===== src/rtl/uart_core_p.sv =====
// uart_core_p: full-duplex UART with parametrised data width, parity, stop bits and oversampling.
// Latency: rx_valid rises 2 clk after the mid-stop sample point (2-flop sync + holding register); tx starts 1 clk after accept.
// Backpressure: tx_ready drops for the whole frame; an RX word held unaccepted at the next stop sample drops that frame and pulses rx_overrun.
//
// Ports:
//   clk, rst_n      core clock, asynchronous active-low reset
//   rx, tx          serial in (asynchronous, synchronised here) / serial out (registered, idle high)
//   rx_data/valid/ready, rx_parity_err, rx_frame_err  received word holding register and its flags
//   rx_overrun      one-clk pulse when a completed frame is dropped
//   rx_busy         receiver not idle
//   tx_data/valid/ready  transmit request handshake; tx_busy = transmitter not idle
module uart_core_p #(
  parameter int CLK_HZ     = 50000000,
  parameter int BAUD       = 9600,
  parameter int DATA_BITS  = 8,
  parameter int PARITY     = 0,
  parameter int STOP_BITS  = 1,
  parameter int OVERSAMPLE = 8
) (
  input  logic                 clk,
  input  logic                 rst_n,
  input  logic                 rx,
  output logic                 tx,
  output logic [DATA_BITS-1:0] rx_data,
  output logic                 rx_valid,
  input  logic                 rx_ready,
  output logic                 rx_parity_err,
  output logic                 rx_frame_err,
  output logic                 rx_overrun,
  output logic                 rx_busy,
  input  logic [DATA_BITS-1:0] tx_data,
  input  logic                 tx_valid,
  output logic                 tx_ready,
  output logic                 tx_busy
);

  localparam int DIV_RAW = CLK_HZ / (BAUD * OVERSAMPLE);
  localparam int DIV     = (DIV_RAW < 1) ? 1 : DIV_RAW;
  localparam int DIV_W   = (DIV > 1) ? $clog2(DIV) : 1;
  localparam logic [DIV_W-1:0] DIV_LAST = DIV_W'(DIV - 1);

  localparam int OS_W  = 5;
  localparam int BIT_W = 4;
  localparam logic [OS_W-1:0]  OS_LAST   = OS_W'(OVERSAMPLE - 1);
  // Number of low ticks already counted when the mid start-bit tick arrives.
  localparam logic [OS_W-1:0]  HALF_LAST = OS_W'(OVERSAMPLE / 2 - 1);
  localparam logic [BIT_W-1:0] DATA_LAST = BIT_W'(DATA_BITS - 1);
  localparam logic [BIT_W-1:0] STOP_LAST = BIT_W'(STOP_BITS - 1);
  localparam logic             PAR_ODD   = (PARITY == 1);

  typedef enum logic [2:0] {
    S_IDLE,
    S_START,
    S_DATA,
    S_PARITY,
    S_STOP
  } state_t;

  // ---------------------------------------------------------------- RX path
  logic                 sync1_q, sync2_q;
  logic [DIV_W-1:0]     rdiv_q, rdiv_d;
  logic                 rx_tick;
  state_t               rx_state_q, rx_state_d;
  logic [OS_W-1:0]      rx_cnt_q, rx_cnt_d;
  logic [BIT_W-1:0]     rx_bit_q, rx_bit_d;
  logic [DATA_BITS-1:0] rx_shift_q, rx_shift_d;
  logic                 rx_armed_q, rx_armed_d;
  logic                 rx_perr_q, rx_perr_d;
  logic [DATA_BITS-1:0] rx_data_q, rx_data_d;
  logic                 rx_valid_q, rx_valid_d;
  logic                 rx_perr_out_q, rx_perr_out_d;
  logic                 rx_ferr_q, rx_ferr_d;
  logic                 rx_ovr_q, rx_ovr_d;
  logic                 rx_s;

  assign rx_s    = sync2_q;
  assign rx_tick = (rdiv_q == DIV_LAST);
  assign rdiv_d  = rx_tick ? '0 : rdiv_q + 1'b1;

  always_comb begin
    rx_state_d    = rx_state_q;
    rx_cnt_d      = rx_cnt_q;
    rx_bit_d      = rx_bit_q;
    rx_shift_d    = rx_shift_q;
    rx_armed_d    = rx_armed_q;
    rx_perr_d     = rx_perr_q;
    rx_data_d     = rx_data_q;
    rx_valid_d    = rx_valid_q;
    rx_perr_out_d = rx_perr_out_q;
    rx_ferr_d     = rx_ferr_q;
    rx_ovr_d      = 1'b0;

    if (rx_valid_q && rx_ready) begin
      rx_valid_d = 1'b0;
    end

    case (rx_state_q)
      S_IDLE: begin
        if (rx_tick) begin
          if (!rx_armed_q) begin
            // After a break the line must be seen idle before a new start counts.
            if (rx_s) rx_armed_d = 1'b1;
          end else if (!rx_s) begin
            rx_state_d = S_START;
            rx_cnt_d   = OS_W'(1);
          end
        end
      end
      S_START: begin
        if (rx_tick) begin
          if (rx_s) begin
            rx_state_d = S_IDLE;
            rx_armed_d = 1'b1;
          end else if (rx_cnt_q == HALF_LAST) begin
            rx_state_d = S_DATA;
            rx_cnt_d   = '0;
            rx_bit_d   = '0;
          end else begin
            rx_cnt_d = rx_cnt_q + 1'b1;
          end
        end
      end
      S_DATA: begin
        if (rx_tick) begin
          if (rx_cnt_q == OS_LAST) begin
            rx_cnt_d   = '0;
            rx_shift_d = {rx_s, rx_shift_q[DATA_BITS-1:1]};
            if (rx_bit_q == DATA_LAST) begin
              rx_bit_d   = '0;
              rx_state_d = (PARITY != 0) ? S_PARITY : S_STOP;
            end else begin
              rx_bit_d = rx_bit_q + 1'b1;
            end
          end else begin
            rx_cnt_d = rx_cnt_q + 1'b1;
          end
        end
      end
      S_PARITY: begin
        if (rx_tick) begin
          if (rx_cnt_q == OS_LAST) begin
            rx_cnt_d   = '0;
            rx_perr_d  = ((^rx_shift_q) ^ rx_s) != PAR_ODD;
            rx_state_d = S_STOP;
          end else begin
            rx_cnt_d = rx_cnt_q + 1'b1;
          end
        end
      end
      S_STOP: begin
        if (rx_tick) begin
          if (rx_cnt_q == OS_LAST) begin
            rx_cnt_d   = '0;
            rx_state_d = S_IDLE;
            rx_armed_d = rx_s;
            if (!rx_valid_q || rx_ready) begin
              rx_data_d     = rx_shift_q;
              rx_valid_d    = 1'b1;
              rx_perr_out_d = (PARITY != 0) ? rx_perr_q : 1'b0;
              rx_ferr_d     = !rx_s;
            end else begin
              rx_ovr_d = 1'b1;
            end
          end else begin
            rx_cnt_d = rx_cnt_q + 1'b1;
          end
        end
      end
      default: begin
        rx_state_d = S_IDLE;
      end
    endcase
  end

  always_ff @(posedge clk or negedge rst_n) begin
    if (!rst_n) begin
      sync1_q       <= 1'b1;
      sync2_q       <= 1'b1;
      rdiv_q        <= '0;
      rx_state_q    <= S_IDLE;
      rx_cnt_q      <= '0;
      rx_bit_q      <= '0;
      rx_shift_q    <= '0;
      rx_armed_q    <= 1'b0;
      rx_perr_q     <= 1'b0;
      rx_data_q     <= '0;
      rx_valid_q    <= 1'b0;
      rx_perr_out_q <= 1'b0;
      rx_ferr_q     <= 1'b0;
      rx_ovr_q      <= 1'b0;
    end else begin
      sync1_q       <= rx;
      sync2_q       <= sync1_q;
      rdiv_q        <= rdiv_d;
      rx_state_q    <= rx_state_d;
      rx_cnt_q      <= rx_cnt_d;
      rx_bit_q      <= rx_bit_d;
      rx_shift_q    <= rx_shift_d;
      rx_armed_q    <= rx_armed_d;
      rx_perr_q     <= rx_perr_d;
      rx_data_q     <= rx_data_d;
      rx_valid_q    <= rx_valid_d;
      rx_perr_out_q <= rx_perr_out_d;
      rx_ferr_q     <= rx_ferr_d;
      rx_ovr_q      <= rx_ovr_d;
    end
  end

  assign rx_data       = rx_data_q;
  assign rx_valid      = rx_valid_q;
  assign rx_parity_err = rx_perr_out_q;
  assign rx_frame_err  = rx_ferr_q;
  assign rx_overrun    = rx_ovr_q;
  assign rx_busy       = (rx_state_q != S_IDLE);

  // ---------------------------------------------------------------- TX path
  state_t               tx_state_q, tx_state_d;
  logic [DIV_W-1:0]     tdiv_q, tdiv_d;
  logic                 tx_tick;
  logic [OS_W-1:0]      tx_cnt_q, tx_cnt_d;
  logic [BIT_W-1:0]     tx_bit_q, tx_bit_d;
  logic [DATA_BITS-1:0] tx_shift_q, tx_shift_d;
  logic                 tx_par_q, tx_par_d;
  logic                 tx_q, tx_d;
  logic                 tx_accept;

  assign tx_accept = (tx_state_q == S_IDLE) && tx_valid;
  // Divider is held at zero while idle so every frame starts on a clean bit boundary.
  assign tx_tick   = (tx_state_q != S_IDLE) && (tdiv_q == DIV_LAST);
  assign tdiv_d    = ((tx_state_q == S_IDLE) || tx_tick) ? '0 : tdiv_q + 1'b1;

  always_comb begin
    tx_state_d = tx_state_q;
    tx_cnt_d   = tx_cnt_q;
    tx_bit_d   = tx_bit_q;
    tx_shift_d = tx_shift_q;
    tx_par_d   = tx_par_q;
    tx_d       = tx_q;

    case (tx_state_q)
      S_IDLE: begin
        tx_d = 1'b1;
        if (tx_accept) begin
          tx_shift_d = tx_data;
          tx_par_d   = (^tx_data) ^ PAR_ODD;
          tx_state_d = S_START;
          tx_cnt_d   = '0;
          tx_bit_d   = '0;
          tx_d       = 1'b0;
        end
      end
      S_START: begin
        if (tx_tick) begin
          if (tx_cnt_q == OS_LAST) begin
            tx_cnt_d   = '0;
            tx_state_d = S_DATA;
            tx_d       = tx_shift_q[0];
          end else begin
            tx_cnt_d = tx_cnt_q + 1'b1;
          end
        end
      end
      S_DATA: begin
        if (tx_tick) begin
          if (tx_cnt_q == OS_LAST) begin
            tx_cnt_d = '0;
            if (tx_bit_q == DATA_LAST) begin
              tx_bit_d = '0;
              if (PARITY != 0) begin
                tx_state_d = S_PARITY;
                tx_d       = tx_par_q;
              end else begin
                tx_state_d = S_STOP;
                tx_d       = 1'b1;
              end
            end else begin
              tx_bit_d   = tx_bit_q + 1'b1;
              tx_shift_d = tx_shift_q >> 1;
              tx_d       = tx_shift_q[1];
            end
          end else begin
            tx_cnt_d = tx_cnt_q + 1'b1;
          end
        end
      end
      S_PARITY: begin
        if (tx_tick) begin
          if (tx_cnt_q == OS_LAST) begin
            tx_cnt_d   = '0;
            tx_bit_d   = '0;
            tx_state_d = S_STOP;
            tx_d       = 1'b1;
          end else begin
            tx_cnt_d = tx_cnt_q + 1'b1;
          end
        end
      end
      S_STOP: begin
        tx_d = 1'b1;
        if (tx_tick) begin
          if (tx_cnt_q == OS_LAST) begin
            tx_cnt_d = '0;
            if (tx_bit_q == STOP_LAST) begin
              tx_bit_d   = '0;
              tx_state_d = S_IDLE;
            end else begin
              tx_bit_d = tx_bit_q + 1'b1;
            end
          end else begin
            tx_cnt_d = tx_cnt_q + 1'b1;
          end
        end
      end
      default: begin
        tx_state_d = S_IDLE;
        tx_d       = 1'b1;
      end
    endcase
  end

  always_ff @(posedge clk or negedge rst_n) begin
    if (!rst_n) begin
      tx_state_q <= S_IDLE;
      tdiv_q     <= '0;
      tx_cnt_q   <= '0;
      tx_bit_q   <= '0;
      tx_shift_q <= '0;
      tx_par_q   <= 1'b0;
      tx_q       <= 1'b1;
    end else begin
      tx_state_q <= tx_state_d;
      tdiv_q     <= tdiv_d;
      tx_cnt_q   <= tx_cnt_d;
      tx_bit_q   <= tx_bit_d;
      tx_shift_q <= tx_shift_d;
      tx_par_q   <= tx_par_d;
      tx_q       <= tx_d;
    end
  end

  assign tx       = tx_q;
  assign tx_ready = (tx_state_q == S_IDLE);
  assign tx_busy  = (tx_state_q != S_IDLE);

endmodule

===== config.mk =====
export PLATFORM = sky130hd
export DESIGN_NAME = uart_core_p
export DESIGN_NICKNAME = d
export VERILOG_FILES = /design/src/rtl/uart_core_p.sv
export SDC_FILE = /design/constraint.sdc
export NUM_CORES = 1
export LEC_CHECK = 0
export ABC_AREA = 1
export ABC_CLOCK_PERIOD_IN_PS = 2500
export CAP_MARGIN = 20
export CORE_ASPECT_RATIO = 0.9
export CORE_MARGIN = 4
export CORE_UTILIZATION = 63
export CTS_BUF_LIST = sky130_fd_sc_hd__clkbuf_16
export DETAILED_ROUTE_END_ITERATION = 10
export PLACE_DENSITY = 0.92
export SYNTH_ARGS = -nofsm -noshare
export SYNTH_HDL_FRONTEND = slang
export SYNTH_SLANG_ARGS = --single-unit

===== constraint.sdc =====
create_clock -name clk -period 2.5 [get_ports clk]
set_input_delay 0.375 -clock clk [delete_from_list [all_inputs] [get_ports clk]]
set_output_delay 0.375 -clock clk [all_outputs]
set_load 0.005 [all_outputs]

* Word-level counts from Yosys, hierarchy flattened *
Index checks and enable logic that the tools add are counted.

word-level totals
  bits in registers = 75
  latch bits = 0
  RAM bits = 0
  bits in read-only memories = 0
  output and inout bits = 16
  logic and storage cells = 188
  memories kept = 0

cells by class
  add/subtract/negate cells = 6
  $mul = 0
  divide/modulo/power cells = 0
  $lt $le $gt $ge = 0
  eq/ne operators = 44
  shift operators = 0
  muxes and demuxes = 89
  bitwise gates (word level) = 0
  reductions and logical operators = 31

operator list
  operator                 count
  $mux W3                  24
  $mux W4                  15
  $mux W5                  11
  $ne A2 B2 Y1 const B     25
  $mux W8                  4
  $pmux W3 S5              2
  $mux W1                  24
  $add A10 B1 Y10 const B  2
  $eq A10 B10 Y1 const B   2
  $mux W10                 2
  $reduce_and A6 Y1        3
  $pmux W4 S4              1
  $pmux W8 S2              1
  $pmux W5 S3              1
  $eq A3 B2 Y1 const B     4
  $reduce_and A12 Y1       1
  $reduce_bool A3 Y1       4
  $reduce_and A11 Y1       1
  $add A5 B1 Y5 const B    2
  $eq A5 B3 Y1 const B     2
  $pmux W5 S2              1
  $add A4 B1 Y4 const B    2
  $eq A4 B3 Y1 const B     2
  $pmux W4 S2              1
  21 further kinds         33

* Longest topological paths before layout *
Gate-level depths: netlist (run 1).

  depth in word-level cells = 6
  gate-level depth with buffers = 12
  depth with buffers taken out = 11

* Worst setup path before layout (run 1) *
Ideal clock, no wire load.

  path type = register to register
  start point = register rdiv_q[0]
  end point = register rx_data_q[7], in the netlist rx_data[7]
  arrival time = 1.453 ns
  data required time = 2.383 ns
  slack = 0.929 ns
  stages on the path, launching flop included = 13
  path buffers = 1
  path through = dfrtp_1 -> inv_1 -> ha_1 -> nand2_1 -> nor2_2 -> nand3_2 -> clkinv_4 -> nand2_4 -> nor2_4 -> nand2_4 -> buf_6 -> nand2_2 -> o21ai_2

between the ends
  longest elaborated chain between the ends = 2

ends and longest elaborated chain
  element                             line  RTL
  start, declared                     61    logic [DIV_W-1:0] rdiv_q, rdiv_d;
  start signal, assigned              194   rdiv_q <= rdiv_d;
  $eq A10 B10 Y1                      77    assign rx_tick = (rdiv_q == DIV_LAST);
  $reduce_and A4 Y1 (no source line)  --
  end signal, assigned                201   rx_data_q <= rx_data_d;
  end, declared                       69    logic [DATA_BITS-1:0] rx_data_q, rx_data_d;

Every way passes these cells.
A chain may end at the register's enable or synchronous reset.

* Worst setup path in the final report (run 1) *
  start point = register rx_state_q[1]
  end point = output rx_busy

between the ends
  longest elaborated chain between the ends = 1

ends and longest elaborated chain
  element                 line  RTL
  start, declared         63    state_t rx_state_q, rx_state_d;
  start signal, assigned  195   rx_state_q <= rx_state_d;
  $reduce_bool A3 Y1      214   assign rx_busy = (rx_state_q != S_IDLE);
  end, declared           30    output logic rx_busy,

Every way passes these cells.

==> results.py, run 1 <==
metrics = {
    "critical_path": {
        "cp-end-kind": "primary output",
        "startpoint_type": "register",
        "cp_max_fo": 5,
        "worst_ep_arrival_time_ns": 1.71,
        "critical_path_required_ns": 2.12,
        "r2r_cells": 11,
        "r2r-end": "tx_bit_q[2]",
        "r2r-start": "tdiv_q[0]",
        "reg2reg_slack_ns": 0.61,
        "path_class": "reg2out",
    },
    "clock_tree": {
        "tritoncts": "done",
        "clock-sinks": 75,
        "clk_latency_ns": 0.33,
        "cts_setup_buffers": 0,
        "htreeDepth": 3,
        "cts_buffer_depth": 2,
        "ctsResizeCount": 0,
        "cts_root_buf": "clkbuf_16",
        "cts_made_buffers": 9,
        "cts-hold-fix-buffers": 0,
        "path_clk_slew_ns": 0.06,
    },
    "drt": {
        "dr.pass1.iters": 5,
        "wirelength_um": 8800,
        "vias": 3401,
        "detail_route.vias_per_cell": 5.49,
        "drt-initial-drc-count": 260,
        "drc": 0,
        "final_antenna_net_count": 0,
        "wl_per_cell_um": 14.2,
    },
    "finish": {
        "fillers": 376,
        "multiInputGateArea_um2": 1800,
        "fin_cells": 620,
        "syn_to_final_growth_pct": 16.9,
        "regArea_um2": 1880,
        "diodes": 0,
        "drive_above_1_share_pct": 13.5,
        "layout.nets": 550,
    },
    "power": {
        "cellPowerDensity_nw_per_um2": 562,
        "p_leak_nw": 2.25,
        "switching_share_pct": 19.5,
        "comb_power_share_pct": 2.0,
        "clockPowerShare_pct": 51.3,
        "p_sw_mw": 0.510,
        "p_seq_share_pct": 46.7,
        "peakVddDrop_mv": 0.497,
        "cell_internal_pwr_mw": 2.10,
    },
    "floorplanning": {
        "num_rows": 27,
        "initial_core_util_pct": 64.9,
        "die_w_um": 91.7,
        "io_pins": 29,
        "dieArea_um2": 7630,
        "die_h_um": 83.3,
        "coreArea_um2": 6110,
    },
    "grt": {
        "grt_usage_pct": 24.0,
        "grt-ovfl-total": 0,
        "grt_pass1_wl_um": 14800,
        "grt_pass1_vias": 3352,
        "grt_max_degree": 49,
        "antenna_found_initial": 0,
    },
    "timing": {
        "clock.fmax_ghz": 0.479,
        "min_period_ns": 2.09,
        "setup_viol": 0,
        "tns_ns": 0,
        "drv_slew": 0,
        "skew_ns": 0.00465,
        "rsz0062_at_grt": "false",
        "slew_headroom_pct": 59.8,
        "hold_viol_final": 0,
        "tightest_slew_ns": 0.603,
        "timing.final.crit_share_pct": 83.5,
        "whs_ns": 0.0507,
    },
    "min_path": {
        "min_path_type": "in2async",
    },
    "placement": {
        "place_inst": 604,
        "hpwlAfterDp_um": 5950,
        "place_congestion": 0.817,
        "port_buffers": 27,
    },
    "synthesis": {
        "syn_inst": 493,
        "synth_warnings": 0,
        "syn-cell-area_um2": 3970,
        "yosys-top-cells-area": "dfrtp_1, nand2_1, nor2_1",
        "async_reset_ff_share_pct": 100,
        "syn-num-nets": 515,
        "synth_top_area_cell": "dfrtp_1",
        "synth_flop_cell": "dfrtp_1",
        "synth_edf_count": 0,
        "ys_seq_elements": 75,
        "synth_most_common_cell": "nand2_1",
        "ys_seq_area_share_pct": 47.4,
        "avgSynthCellArea_um2": 8.05,
        "synth_common_cells": "nand2_1, dfrtp_1, nor2_1, inv_1, o21ai_0",
        "synth_top_area_share_pct": 45.4,
        "netlist-cell-type-count": 36,
    },
    "run": {
        "maxCapViolations": 0,
    },
    "status": {
        "status": "finished, final reports clean",
    },
}
-- kinds of logic (layout without fill, tap and decap cells) --
family	after synthesis	in the layout	share of synthesized area [%]
buf+inv	71	111	7.35
xor+xnor	10	10	2.21
compound gates	69	69	10.4
simple gates	258	258	29.7
flops	75	75	47.4
other cells	1	1	0.0945
fa+ha+maj	9	9	2.84
-- worst max-delay path: stages, from the launching register on --
cell	delay (ns)
dfrtp_1	0.44
inv_2	0.12
nand2_1	0.09
nor2_1	0.18
inv_1	0.08
clkdlybuf4s50_1	0.48
-- stage by stage --
stage	setup slack (ns)	utilization (%)	power, mW	instance area [um^2]
detailed placement	0.717	70.8	1.29	4330
finish	0.412	75.9	2.61	4640
global route	0.359	75.9	2.69	4640
floorplan	0.929	-	1.25	3970
CTS	0.437	75.9	2.63	4640
global placement	0.802	70.8	1.29	4330
-- worst max-delay path by stage --
stage                       start    endpoint  slack (ns)  cells past startpoint
global placement        rdiv_q[0]  rx_data[1]        0.80                     11
finish              rx_state_q[1]     rx_busy        0.41                      5
CTS                 tx_state_q[1]    tx_ready        0.44                      4
global route        tx_state_q[1]    tx_ready        0.36                      4
detailed placement      rdiv_q[0]  rx_data[3]        0.72                     11
floorplan               rdiv_q[0]  rx_data[7]        0.93                     12
-- power by group through the flow --
stage	Sequential (mW)	Combinational, mW	Clock, mW
after floorplan	1.24	0.00634	0
after global placement	1.24	0.0525	0
after detailed placement	1.24	0.0532	0
after CTS	1.22	0.0532	1.36
after global routing	1.22	0.0596	1.42
final	1.22	0.0518	1.34
-- metal layers --
| metal | share of wire, % | vias to the layer above | wire [um] | track usage (%) |
|---|---|---|---|---|
| met4 | 2.0 | 0 | 176 | 7.53 |
| met1 | 42 | 1607 | 3710 | 29.0 |
| met5 | 0 | - | 0 | 0 |
| met2 | 51 | 131 | 4480 | 41.7 |
| li1 | - | 1641 | - | - |
| met3 | 4.9 | 22 | 430 | 6.25 |
-- registers in the layout, indices dropped and copies added (netlist names), 3 cells and up --
name / count
rx_cnt_q: 5
tx_shift_q: 8
rx_bit_q: 4
rx_shift_q: 8
tx_state_q: 3
tx_bit_q: 4
tx_cnt_q: 5
tdiv_q: 10
rx_state_q: 3
rx_data: 8
rdiv_q: 10
-- layout make-up --
type,count,area share (%)
clock buffer,9,4.85
clock inverter,7,1.81
inverter,66,5.45
multi-input combinational,347,38.7
sequential,75,40.5
tap,87,2.35
timing repair buffer,29,6.31
-- layout by cell type (no fill, tap or decap), types with 10 or more instances in the layout --
master and n:
nand2_1 130, dfrtp_1 72, inv_1 54, nor2_1 54
o21ai_0 30, nand3_1 27, clkdlybuf4s50_1 26, o21ai_1 13
inv_2 12, nand4_1 10, o21ai_2 10
Note: power is estimated with default switching activity, not from simulation.
==> inputs of run 2 (changes only) <==
--- a/config.mk
+++ b/config.mk
@@ -6,14 +6,14 @@
 export NUM_CORES = 1
 export LEC_CHECK = 0
 export ABC_AREA = 1
-export ABC_CLOCK_PERIOD_IN_PS = 2500
+export ABC_CLOCK_PERIOD_IN_PS = 2000
 export CAP_MARGIN = 20
 export CORE_ASPECT_RATIO = 0.9
 export CORE_MARGIN = 4
-export CORE_UTILIZATION = 63
+export CORE_UTILIZATION = 59
 export CTS_BUF_LIST = sky130_fd_sc_hd__clkbuf_16
 export DETAILED_ROUTE_END_ITERATION = 10
-export PLACE_DENSITY = 0.92
+export PLACE_DENSITY = 0.87
 export SYNTH_ARGS = -nofsm -noshare
 export SYNTH_HDL_FRONTEND = slang
 export SYNTH_SLANG_ARGS = --single-unit
==> constraint.sdc (replaced) <==
create_clock -name clk -period 2 [get_ports clk]
set_input_delay 0.3 -clock clk [delete_from_list [all_inputs] [get_ports clk]]
set_output_delay 0.3 -clock clk [all_outputs]
set_load 0.005 [all_outputs]
==> run 2 against run 1 <==
  * The flow now finishes with violations (hold timing)
  * Die area grew 6.1%
  * Sequential cell count is the same
  * First-iteration DRC count shrank 4.6%
  * Register-to-register slack lost 0.38 ns
  * Critical path depth shrank 1
  * Clock power grew 21%
  * Worst setup slack lost 0.34 ns
  * Combinational power grew 22%
  * Critical path type unchanged
  * Critical endpoint is now tx_ready
==> results.py, run 2 (synthesis gave the netlist of run 1 again) <==
metrics = {
    "power": {
        "clockPowerShare_pct": 50.5,
        "p_seq_share_pct": 47.6,
        "finalPower_mw": 3.20,
        "cellPowerDensity_nw_per_um2": 689,
        "p_leak_nw": 2.24,
        "p_sw_mw": 0.764,
        "cell_internal_pwr_mw": 2.44,
        "comb_power_share_pct": 2.0,
        "peakVddDrop_mv": 0.456,
        "switching_share_pct": 23.9,
    },
    "timing": {
        "timing.final.crit_share_pct": 96.2,
        "setup_viol": 0,
        "clock.fmax_ghz": 0.520,
        "tns_ns": 0,
        "hold_viol_final": 45,
        "drv_slew": 0,
        "skew_ns": 0.00719,
        "tightest_slew_ns": 0.615,
        "slew_headroom_pct": 59.0,
        "rsz0062_at_grt": "true",
        "min_period_ns": 1.92,
        "whs_ns": -0.0214,
    },
    "critical_path": {
        "crit_chain": "nor2_4 > nand2_2 > inv_2 > clkdlybuf4s50_1",
        "reg2reg_slack_ns": 0.23,
        "worst-path-buf-inv": 2,
        "startpoint_type": "register",
        "worst_ep_arrival_time_ns": 1.62,
        "cp_max_fo": 5,
        "crit_family": "buffers and inverters",
        "critical-path-max-stage-delay_ns": 0.50,
        "cp-end-kind": "primary output",
        "critical_path_required_ns": 1.70,
        "path_class": "reg2out",
        "crit_slowest_cell": "clkdlybuf4s50_1",
    },
    "drt": {
        "drc": 0,
        "dr.pass1.iters": 5,
        "vias": 3295,
        "detail_route.vias_per_cell": 5.30,
        "drt-initial-drc-count": 248,
        "wl_per_cell_um": 12.6,
        "final_antenna_net_count": 0,
        "wirelength_um": 7860,
    },
    "clock_tree": {
        "htreeDepth": 3,
        "cts_root_buf": "clkbuf_16",
        "cts_made_buffers": 9,
        "clk_latency_ns": 0.34,
        "path_clk_slew_ns": 0.06,
        "clock-sinks": 75,
        "cts_buffer_depth": 2,
        "tritoncts": "done",
        "cts-hold-fix-buffers": 0,
    },
    "status": {
        "status": "complete, but fails checks",
        "violations": "hold timing",
    },
    "grt": {
        "grt_most_used_layer": "met2",
        "grt_max_degree": 50,
        "met3_usage_pct": 5.70,
        "antenna_found_initial": 0,
        "grt_use_met1_pct": 27.4,
        "grt-ovfl-total": 0,
        "grt_pass1_vias": 3278,
        "grt_pass1_wl_um": 14100,
        "grt_usage_pct": 21.7,
        "grtUsageMet2_pct": 36.7,
    },
    "placement": {
        "port_buffers": 27,
        "place_congestion": 0.873,
        "hpwlAfterDp_um": 5470,
    },
    "min_path": {
        "min_path_type": "in2async",
    },
    "floorplanning": {
        "num_rows": 28,
        "initial_core_util_pct": 60.6,
        "io_pins": 29,
        "dieArea_um2": 8100,
        "coreArea_um2": 6550,
        "die_w_um": 94.4,
        "die_h_um": 85.8,
    },
    "finish": {
        "layout_common_cells": "nand2_1, dfrtp_1, inv_1",
        "diodes": 0,
        "top_regs": "rdiv_q (10), tdiv_q (10)",
        "syn_to_final_growth_pct": 17.0,
        "fin_util_pct": 70.9,
        "drive_above_1_share_pct": 14.7,
        "layout.nets": 549,
        "layout_commonest_cell": "nand2_1",
    },
    "run": {
        "maxCapViolations": 0,
    },
}
run 2: per-stage QoR:
stage          cell area, um^2  setup slack, ns  std cells
4_1_cts                   4630           0.0129        622
3_5_place_dp              4330            0.219        606
5_1_grt                   4640        -0.000722        622
6_report                  4640           0.0763        622
2_1_floorplan             3970            0.429        493
3_3_place_gp              4330            0.305        606
run 2: power by group through the flow:
| stage | clock, mW | sequential [mW] | combinational [mW] |
|---|---|---|---|
| floorplan | 0 | 1.55 | 0.00793 |
| global placement | 0 | 1.55 | 0.0652 |
| detailed placement | 0 | 1.55 | 0.0659 |
| CTS | 1.64 | 1.52 | 0.0668 |
| global route | 1.71 | 1.52 | 0.0748 |
| finish | 1.62 | 1.52 | 0.0632 |
run 2: area by class of cell:
class                           instances  area [um^2]
Clock inverter                          7         76.3
Multi-Input combinational cell        347         1810
Inverter                               66          253
Timing Repair Buffer                   28          288
Sequential cell                        75         1880
Fill cell                             481         1910
Tap cell                               90          113
Clock buffer                            9          225
run 2: final timing paths:
path                                  to  depth (start not counted)           from
setup / recovery                tx_ready                          4  tx_state_q[1]
hold / removal               rx_bit_q[0]                          1          rst_n
setup reg to reg              rx_data[2]                         11      rdiv_q[0]
hold reg to reg                     rx_s                          0        sync1_q
max in group asynchronous  tx_shift_q[2]                          2          rst_n
min in group clk                    rx_s                          0        sync1_q
run 2: per-layer routing:
layer	wire length, um	share of wire (%)
met1	3520	45
met2	3840	49
met3	334	4.3
met4	162	2.1
met5	0	0
run 2: repair_timing:
| action | in CTS | in global routing |
|---|---|---|
| resized for setup | 0 | 5 |
| endpoints found under the setup margin | 0 | 8 |
| buffers inserted | 0 | 0 |
